===== src/rtl/vram_arbiter_pkg.sv =====
// Shared definitions for the video RAM arbiter: owner encoding, RAM geometry,
// sprite window base and the starvation-limit clamp.
package vram_arbiter_pkg;

  localparam int VRAM_ADDR_W  = 15;
  localparam int VRAM_DATA_W  = 16;
  localparam int STARVE_CTR_W = 7;

  localparam logic [8:0] SPR_BASE_DEF = 9'b111111100;

  typedef enum logic [1:0] {
    OWN_IDLE = 2'd0,
    OWN_TILE = 2'd1,
    OWN_SPR  = 2'd2,
    OWN_CPU  = 2'd3
  } owner_t;

  // Limit 0 would force a CPU slot every cycle; keep it within 1..127.
  function automatic logic [STARVE_CTR_W-1:0] starve_clamp(input int v);
    if (v < 32'sd1) begin
      return 7'd1;
    end else if (v > 32'sd127) begin
      return 7'd127;
    end else begin
      return v[STARVE_CTR_W-1:0];
    end
  endfunction

endpackage


===== src/rtl/vram_starve_ctr.sv =====
// Saturating count of consecutive held CPU cycles and the registered
// forced-CPU-slot flag derived from it.
import vram_arbiter_pkg::*;

module vram_starve_ctr #(
  parameter logic [STARVE_CTR_W-1:0] LIMIT = 7'd64
) (
  input  logic clk,
  input  logic reset,
  input  logic cpu_req,
  input  logic cpu_hold,
  input  logic cpu_gnt,
  output logic force_cpu
);

  logic [STARVE_CTR_W-1:0] cnt_r;
  logic [STARVE_CTR_W-1:0] cnt_nxt_s;
  logic                    force_r;

  // Next count: clear once the CPU is served or idle, saturate at all-ones.
  always_comb begin
    cnt_nxt_s = cnt_r;
    if (cpu_gnt || !cpu_req) begin
      cnt_nxt_s = {STARVE_CTR_W{1'b0}};
    end else if (cpu_hold && (cnt_r != {STARVE_CTR_W{1'b1}})) begin
      cnt_nxt_s = cnt_r + 7'd1;
    end else begin
      cnt_nxt_s = cnt_r;
    end
  end

  // Counter and force flag registers.
  always_ff @(posedge clk or negedge reset) begin
    if (!reset) begin
      cnt_r   <= {STARVE_CTR_W{1'b0}};
      force_r <= 1'b0;
    end else begin
      cnt_r   <= cnt_nxt_s;
      force_r <= (cnt_nxt_s >= LIMIT);
    end
  end

  assign force_cpu = force_r;

endmodule


===== src/rtl/vram_arbiter.sv =====
// Single-port VRAM arbiter: sprite > tile > CPU, read-owner tagging, CPU hold.
// Define VRAM_ARB_STARVE_EN to add the CPU starvation guard (forced CPU slot).
import vram_arbiter_pkg::*;

module vram_arbiter #(
  parameter int         ADDR_W     = VRAM_ADDR_W,
  parameter int         DATA_W     = VRAM_DATA_W,
  parameter int         STARVE_MAX = 64,
  parameter logic [8:0] SPR_BASE   = SPR_BASE_DEF
) (
  input  logic              clk,
  input  logic              reset,
  input  logic              tile_req,
  input  logic [15:0]       tile_addr,
  output logic              tile_gnt,
  output logic              tile_rvalid,
  input  logic              spr_req,
  input  logic [5:0]        spr_addr,
  output logic              spr_gnt,
  output logic              spr_rvalid,
  input  logic              cpu_req,
  input  logic [15:0]       cpu_addr,
  input  logic [DATA_W-1:0] cpu_wdata,
  input  logic              cpu_we,
  output logic              cpu_hold,
  output logic              cpu_rvalid,
  output logic [ADDR_W-1:0] ram_addr,
  output logic [DATA_W-1:0] ram_din,
  output logic              ram_we,
  input  logic [DATA_W-1:0] ram_dout,
  output logic [DATA_W-1:0] rd_data
);

  localparam logic [STARVE_CTR_W-1:0] STARVE_LIM = starve_clamp(STARVE_MAX);

  owner_t gnt_s;
  owner_t owner_r;
  logic   cpu_ram_req_s;
  logic   cpu_gnt_s;
  logic   force_s;
  logic   unused_s;

  // ROM-space CPU cycles (bit 15) are invisible to the RAM side.
  assign cpu_ram_req_s = cpu_req & ~cpu_addr[15];

`ifdef VRAM_ARB_STARVE_EN
  logic force_flag_s;

  vram_starve_ctr #(
    .LIMIT(STARVE_LIM)
  ) u_starve (
    .clk      (clk),
    .reset    (reset),
    .cpu_req  (cpu_req),
    .cpu_hold (cpu_hold),
    .cpu_gnt  (cpu_gnt_s),
    .force_cpu(force_flag_s)
  );

  assign force_s = force_flag_s & cpu_ram_req_s;
`else
  assign force_s = 1'b0;
`endif

  assign unused_s = ^{tile_addr[15], STARVE_LIM};

  // Grant selection; everything is quiet while reset is asserted.
  always_comb begin
    gnt_s = OWN_IDLE;
    if (!reset) begin
      gnt_s = OWN_IDLE;
    end else if (force_s) begin
      gnt_s = OWN_CPU;
    end else if (spr_req) begin
      gnt_s = OWN_SPR;
    end else if (tile_req) begin
      gnt_s = OWN_TILE;
    end else if (cpu_ram_req_s) begin
      gnt_s = OWN_CPU;
    end else begin
      gnt_s = OWN_IDLE;
    end
  end

  assign spr_gnt   = (gnt_s == OWN_SPR);
  assign tile_gnt  = (gnt_s == OWN_TILE);
  assign cpu_gnt_s = (gnt_s == OWN_CPU);
  assign cpu_hold  = cpu_ram_req_s & ~cpu_gnt_s;
  assign ram_we    = cpu_gnt_s & cpu_we & ~cpu_addr[15];
  assign ram_din   = cpu_wdata;
  assign rd_data   = ram_dout;

  // RAM address mux driven by the granted master.
  always_comb begin
    ram_addr = {ADDR_W{1'b0}};
    case (gnt_s)
      OWN_SPR:  ram_addr = ADDR_W'({SPR_BASE, spr_addr});
      OWN_TILE: ram_addr = tile_addr[ADDR_W-1:0];
      OWN_CPU:  ram_addr = cpu_addr[ADDR_W-1:0];
      default:  ram_addr = {ADDR_W{1'b0}};
    endcase
  end

  // Owner of the RAM data arriving next cycle; writes return nothing.
  always_ff @(posedge clk or negedge reset) begin
    if (!reset) begin
      owner_r <= OWN_IDLE;
    end else begin
      case (gnt_s)
        OWN_CPU: owner_r <= cpu_we ? OWN_IDLE : OWN_CPU;
        default: owner_r <= gnt_s;
      endcase
    end
  end

  assign tile_rvalid = (owner_r == OWN_TILE);
  assign spr_rvalid  = (owner_r == OWN_SPR);
  assign cpu_rvalid  = (owner_r == OWN_CPU);

endmodule


===== config.mk =====
export PLATFORM = sky130hd
export DESIGN_NAME = vram_arbiter
export DESIGN_NICKNAME = d
export VERILOG_FILES = /design/src/rtl/vram_arbiter_pkg.sv /design/src/rtl/vram_starve_ctr.sv /design/src/rtl/vram_arbiter.sv
export SDC_FILE = /design/constraint.sdc
export NUM_CORES = 1
export LEC_CHECK = 0
export BUFFER_PORTS_ARGS = -buffer_cell sky130_fd_sc_hd__buf_4
export CELL_PAD_IN_SITES_DETAIL_PLACEMENT = 1
export CELL_PAD_IN_SITES_GLOBAL_PLACEMENT = 1
export CORE_ASPECT_RATIO = 1.2
export CORE_MARGIN = 8
export CORE_UTILIZATION = 13
export DETAILED_ROUTE_END_ITERATION = 6
export GPL_TIMING_DRIVEN = 0
export PLACE_DENSITY_LB_ADDON = 0.1
export SETUP_SLACK_MARGIN = 0.3
export SKIP_LAST_GASP = 1
export SYNTH_ARGS = -nofsm -noshare
export SYNTH_HDL_FRONTEND = slang
export SYNTH_HIERARCHICAL = 1
export SYNTH_SLANG_ARGS = --single-unit

===== constraint.sdc =====
create_clock -name clk -period 1 [get_ports clk]
set_input_delay 0.1 -clock clk [delete_from_list [all_inputs] [get_ports clk]]
set_output_delay 0.1 -clock clk [all_outputs]
set_load 0.01 [all_outputs]

==> results of run 1 <==
[cell usage after synthesis (all sizes together) (2+ instances only)]
library cell	number	share of area [%]
a221o	6	9.0
a221oi	7	9.1
a22o	2	2.8
and2	4	4.1
and3	6	6.7
buf	36	42
dfrtp	2	7.5
nor2b	10	9.7
nor3b	2	3.9
o21bai	2	2.2
[cell families after synthesis]
logic type / count (synthesis)
buf+inv: 38
simple gates: 24
compound gates: 18
flops: 2
[metal layers]
metal	up-vias	global-route usage, %
met3	0	4.37
met5	-	0
li1	485	-
met1	460	8.27
met2	64	17.9
met4	0	2.24
[report_power, final]
part | internal [mW] | switching [mW] | total (mW)
sequential | 0.0858 | 0.00512 | 0.0910
combinational | 0.481 | 0.250 | 0.731
clock | 0.254 | 0.0578 | 0.312
[per-stage QoR]
step | utilization (%) | instances
3_3_place_gp | 29.7 | 237
2_1_floorplan | - | 82
6_report | 37.2 | 253
3_5_place_dp | 29.7 | 237
5_1_grt | 37.2 | 253
4_1_cts | 35.3 | 249
[worst max path at each step]
| stage | from | to | slack (ps) |
|---|---|---|---|
| final | reset | ram_addr[5] | -170 |
| after detailed placement | cpu_addr[15] | ram_addr[6] | -330 |
| after global placement | cpu_addr[15] | ram_addr[2] | -320 |
| after global routing | reset | ram_addr[1] | -190 |
| after floorplan | tile_req | ram_addr[1] | -70 |
| after CTS | reset | ram_addr[1] | -170 |
[cell type report]
cell class	count	area, um2	area share [%]
multi-input combinational	42	429	23.3
tap	60	75.1	4.08
buffer	37	309	16.8
clock buffer	3	41.3	2.24
inverter	1	3.75	0.204
sequential	2	50.0	2.72
timing repair buffer	108	931	50.6
[what timing repair did]
action | in CTS | in global routing
hold endpoints to repair | 2 | 0
pin swaps | 11 | 7
resized for setup | 36 | 11
cloned | 0 | 1
hold buffers | 1 | 0
buffers inserted | 8 | 3
endpoints found under the setup margin | 24 | 23
==> reports/summary.md, run 1 <==
Final weighted congestion of routability-driven global placement: 0.729. The final total negative setup slack was -1400 ps. The synthesized netlist devotes 0% of its cell area to adder and majority cells. The global-route wire length before repair was 5.70 mm; the delay of the slowest cell on the worst path was 320 ps. The number of buffers and inverters on the critical path is 3. The total stage count of the critical path is 6. For the pin with the worst max-slew slack, the measured transition is 203 ps. The register with the most flip-flops in the final layout is owner_r.

In the final layout, the registers with the most flip-flops are owner_r (2). After Yosys synthesis, XOR and XNOR cells account for 0% of the synthesized area. The worst hold path terminates at owner_r[1]$_DFF_PN0_.

The max-slew violation count was 0; the share of layout cells above drive strength 1 was 89.1%. The run gives 0 as the remaining antenna violation count. Summing the sequential cell areas from Yosys gives 7.46% of the chip area. At the worst endpoint, the arrival time is 1070 ps.

The number of buffers created by CTS was 3; the via density per instance was 3.99. Setup violations remaining at the end of the flow were counted as 17. The worst setup path is captured at an output pin. The run gives 1.13 mW as the final total power. The final route contains 1,009 vias. The logs give 11 for the largest net degree at the start of global routing and 0.973 nW for the leakage power total. For the worst setup path, the data required time is 900 ps. Counting every instance in the synthesized netlist gives 82. The logs give 9.27% for the total routing usage reported by global routing and 2 for the clock sink count.

Summed over all nets, the half-perimeter wirelength after detailed placement is 3.41 mm. The distinct cell type count of the synthesized netlist was 21. The number of levels the H-tree was split into was 1.

Setup repair after global routing could not meet its margin everywhere. The normalized max-slew margin is 86.4%. Traced cell by cell, the critical path runs through buf_8 -> nor2b_4 -> and2_4 -> clkbuf_16 -> a221o_1 -> buf_6. The core region is 0.00494 mm2. Final hold analysis gives a worst-case slack of 92.9 ps. Class of the most critical hold timing path: input pin to flop. Counting along the longest clock path gives a buffer depth of 2. The routed design has 4.08 mm of wire. After floorplanning, the core was divided into 28 placement rows. The first-iteration detailed-routing DRC count is 2, and the part of the cycle the worst path needs is 117%.

After filler insertion, the fill cell instance count of the layout stands at 588. The register with the most flip-flops in the layout has 2 of them. The finished cells cover 0.00184 mm2. The number of enable flip-flop cells after synthesis was 0. Area fraction in compound gates after synthesis: 23.9%.

The tools report the detailed-routing wirelength on met1 as 1.27 mm. Power spread over the standard cell area amounts to 616 mW/mm2. The post-synthesis to final-layout area growth came out at 174%. The checks that failed: negative setup slack. In this run, synthesis produced a sequential element count of 2.

The run gives 0 as the number of max-cap violations. The worst setup slack after layout was -169 ps. The vertical die dimension was 94.7 um. The tools report the number of antenna diodes as 0.

After detailed placement, the total cell area comes to 0.00147 mm2. STA classifies the critical path startpoint as an input pin. The number of instances on the worst hold path came out at 2. The tree is rooted in a sky130_fd_sc_hd__clkbuf_8. The placement-stage worst setup slack was -329 ps. After synthesis, the share of flip-flops with an asynchronous set or reset is 100%. The most frequent standard cell in the layout excluding fill and tap cells is sky130_fd_sc_hd__buf_4.

Origin of the worst min-delay path: cpu_we. The tools report the final hold violation count as 0. The family of cells with the greatest summed delay on the critical path was buffers and inverters. The routed length per placed instance was 16.1 um; the worst voltage drop across the vdd grid was 0.373 mV. After synthesis, the largest family of logic cells by area is buffers and inverters. For this run, the top clock speed supported by timing is 856 MHz.

The tools report the total standard cell area after synthesis as 671 um2. The top cell types in the final layout, fill and taps aside, are sky130_fd_sc_hd__buf_4 (118), sky130_fd_sc_hd__buf_6 (17), sky130_fd_sc_hd__a221oi_2 (7), sky130_fd_sc_hd__nor2b_1 (7). The detailed router used layers up to and including met3. The portion of synthesized area spent on multiplexers is 0%.

The first detailed-routing pass took 2 iterations. The full die area was 0.00772 mm2; the number of top-level pins was 130. The wire length on met2 was 2.21 mm. TritonCTS built the clock tree. The synthesized area per cell was 8.18 um2.

In this run the worst path has a maximum fanout of 4. Counting every net in the synthesized netlist gives 158. The number of global-route vias before repair is 1,196. The initial antenna violation count is 0. The tools report the starting utilization of the core area as 13.6%. In the final design database the tool counted 271 nets.

Highest-delay cell along the critical path: sky130_fd_sc_hd__a221o_1. Final critical-path required period: 1170 ps. In this run the horizontal extent of the chip is 81.6 um. Leading register cell type out of synthesis: sky130_fd_sc_hd__dfrtp_1. Summing the areas of all and, or, nand and nor instances in the mapped netlist gives 25.9% of the synthesized area. After detailed routing, the met3 layer carries 595 um of wire. Clock-pin slew was measured on the worst setup and hold paths at 30 ps. The count of yosys warnings during synthesis was 6. The critical path is of the input pin to output pin type. The run finished, with violations left. Leftover overflow at the end of global routing: 0.

After detailed routing, the number of remaining DRC violations is 0. Quantity of I/O buffers inserted on ports: 95.
(Power assumes the default switching activity.)
==> run 2: changes to the inputs <==
GPL_TIMING_DRIVEN = not set   (was 0)
==> run 2 against run 1 <==
Net effect: the flow still finishes with violations (negative setup slack); fmax is 8.2% higher; wire length is 22% lower; setup slack better by 89 ps; sequential share of layout area is 1.2 points higher; critical path type unchanged.
==> reports/summary.md, run 2 (synthesis gave the netlist of run 1 again) <==
The tools report the detailed-router iteration count before antenna repair as 2. The max-slew violation count was 0. The cell sitting at the root of the clock tree is a sky130_fd_sc_hd__clkbuf_8. The run gives 0 as the leftover overflow at the end of global routing. The worst path uses 108% of the clock period.

The power dissipated by switching net loads was 0.228 mW; the vertical die dimension was 94.7 um. The tools report the termination of the worst setup path as ram_addr[2]. Buffers inserted during clock tree synthesis total 3. Hold is met by 28.7 ps.

The horizontal die dimension was 81.6 um. TritonCTS built the clock tree. Derived from the worst setup path, the maximum achievable clock frequency is 926 MHz. The worst pin sits at a relative slew slack of 84.5%.

In this run the static leakage power is 0.650 nW. The type of destination of the critical path was an output pin. Summed over all failing endpoints, the final setup total negative slack is -743 ps. For the initial antenna violation count, the log shows 0. The class of the most critical setup path was input pin to output pin. The longest clock path from root to sink contains 2 buffers.

The largest registers in the layout are owner_r (2). The switching share of power was 26.3%; the number of global-route vias before repair was 953. STA puts the critical path data required time at 900 ps. The post-cts hold buffer count was 0; the number of setup violations in the final report was 16. The arrival time at the worst endpoint was 980 ps. The congestion estimate from routability-driven global placement came to 0.691. In this run the worst path has a maximum fanout of 8. Of the total power, the clock network draws 35.8%.

Leaving out filler cells and counting taps, the final layout contains 189. The total vias in the final route is 801, and the post-synthesis to final-layout area growth is 91.8%. The class of the most critical hold timing path was input pin to async pin. Counting I/O delays and the setup requirement, the final critical path takes 1080 ps. The run gives 0 as the number of max-cap violations. For this design the ratio of total power to cell area is 674 mW/mm2.

In this run, the number of DRC markers left after iteration 0 of detailed routing was 5. The region available for standard cell placement spans 0.00494 mm2. Detailed placement ended at an HPWL of 2.54 mm. Per report_power, the combinational group accounts for 53.8% of the total. The library cell used most frequently in the layout, excluding fill and tap cells, is sky130_fd_sc_hd__buf_4.

Area of the multi-input gates: 419 um2. In the routed design, unresolved DRC markers number 0. The row count is 28, and the number of levels the H-tree was split into is 1.

The initial utilization of the core area, before any placement, comes to 13.6%. The final reports fail on negative setup slack. The number of fill cells was 577. Setup repair after global routing could not meet its margin everywhere.

Clock tree synthesis found a total of 2 sinks. In the layout the commonest cells are sky130_fd_sc_hd__buf_4 (57), sky130_fd_sc_hd__buf_6 (19), sky130_fd_sc_hd__nor2b_1 (8), sky130_fd_sc_hd__and3_2 (6), sky130_fd_sc_hd__a221o_1 (6). Clock transition at the registers of the reported paths: 30 ps. The internal power came out at 0.639 mW. The worst setup slack after layout came out at -79.7 ps.

The flow ran to the end, but the final reports show violations. Total instance count after detailed placement: 178. The logs give 0 for the number of antenna diodes and 3.17 mm for the total wire length. Input and output buffers added on the ports amount to 64. The total routing usage reported by global routing is 7.97%. In this run the worst setup path begins at cpu_req. The routed length per placed instance came out at 16.8 um.

The share of total power dissipated in sequential elements is 10.4%. For the global-route wire length before repair, the log shows 4.85 mm. The die covers 0.00772 mm2. Summing all flip-flop and latch instances after layout gives 50.0 um2.

In the routed layout, each cell is associated on average with a via count of 4.24. STA classifies the critical path startpoint as an input pin. The register with the most flip-flops in the layout has 2 of them. The share of layout cells above drive strength 1 works out to 82.2%. The detail route stage leaves a number of antenna-violating nets equal to 0. More flip-flops sit in one register than any other, and that register is owner_r.

The number of top-level pins is 130, and the worst voltage drop across the vdd grid is 0.354 mV. For the post-layout net count, the log shows 207. The final hold violation count was 0; the worst-margin pin slew was 232 ps. The largest net degree at the start of global routing was 9.
-- run 2: through the flow --
stage	power, mW	utilization [%]	cell area [um2]	setup WS, ps
detailed placement	0.472	20.6	1020	-229
global placement	0.468	20.6	1020	-214
floorplan	0.355	-	679	-74.8
global route	0.927	26.0	1290	-127
CTS	0.855	24.4	1200	-88.8
finish	0.867	26.0	1290	-79.7
-- run 2: critical path: stages --
cell                      delay [ps]
sky130_fd_sc_hd__buf_8            90
sky130_fd_sc_hd__nor3b_4         140
sky130_fd_sc_hd__and2_4          190
sky130_fd_sc_hd__a221o_1         320
sky130_fd_sc_hd__buf_6           130
-- run 2: worst min path at each step --
stage	endpoint	slack, ps	cells after the start
floorplan	owner_r[0]$_DFF_PN0_	-200	0
global placement	owner_r[0]$_DFF_PN0_	170	3
detailed placement	owner_r[0]$_DFF_PN0_	170	3
CTS	owner_r[0]$_DFF_PN0_	40	4
global route	owner_r[0]$_DFF_PN0_	70	4
finish	owner_r[0]$_DFF_PN0_	30	4
-- run 2: final cells by class --
| type | count | share of cell area, % |
|---|---|---|
| Sequential cell | 2 | 3.89 |
| Tap cell | 60 | 5.84 |
| Inverter | 1 | 0.292 |
| Timing Repair Buffer | 80 | 54.2 |
| Clock buffer | 3 | 3.21 |
| Multi-Input combinational cell | 43 | 32.6 |
-- run 2: layer usage --
metal | global-route usage (%) | vias to the layer above | share of wire, %
met4 | 2.99 | 0 | 0.91
met2 | 13.4 | 64 | 51
met1 | 7.39 | 369 | 32
li1 | - | 360 | -
met5 | 0 | - | 0
met3 | 5.51 | 8 | 16
-- run 2: timing repair --
| action | CTS | global route |
|---|---|---|
| cloned | 2 | 0 |
| resized for setup | 29 | 14 |
| pin swaps | 16 | 10 |
| setup buffers | 3 | 3 |
| setup endpoints to repair | 24 | 24 |
-- run 2: power by group through the flow --
stage	logic (mW)	registers (mW)	clock network, mW
2_1_floorplan	0.266	0.0884	0
4_1_cts	0.445	0.0884	0.321
3_3_place_gp	0.380	0.0887	0
5_1_grt	0.504	0.0905	0.333
6_report	0.467	0.0898	0.311
3_5_place_dp	0.383	0.0892	0
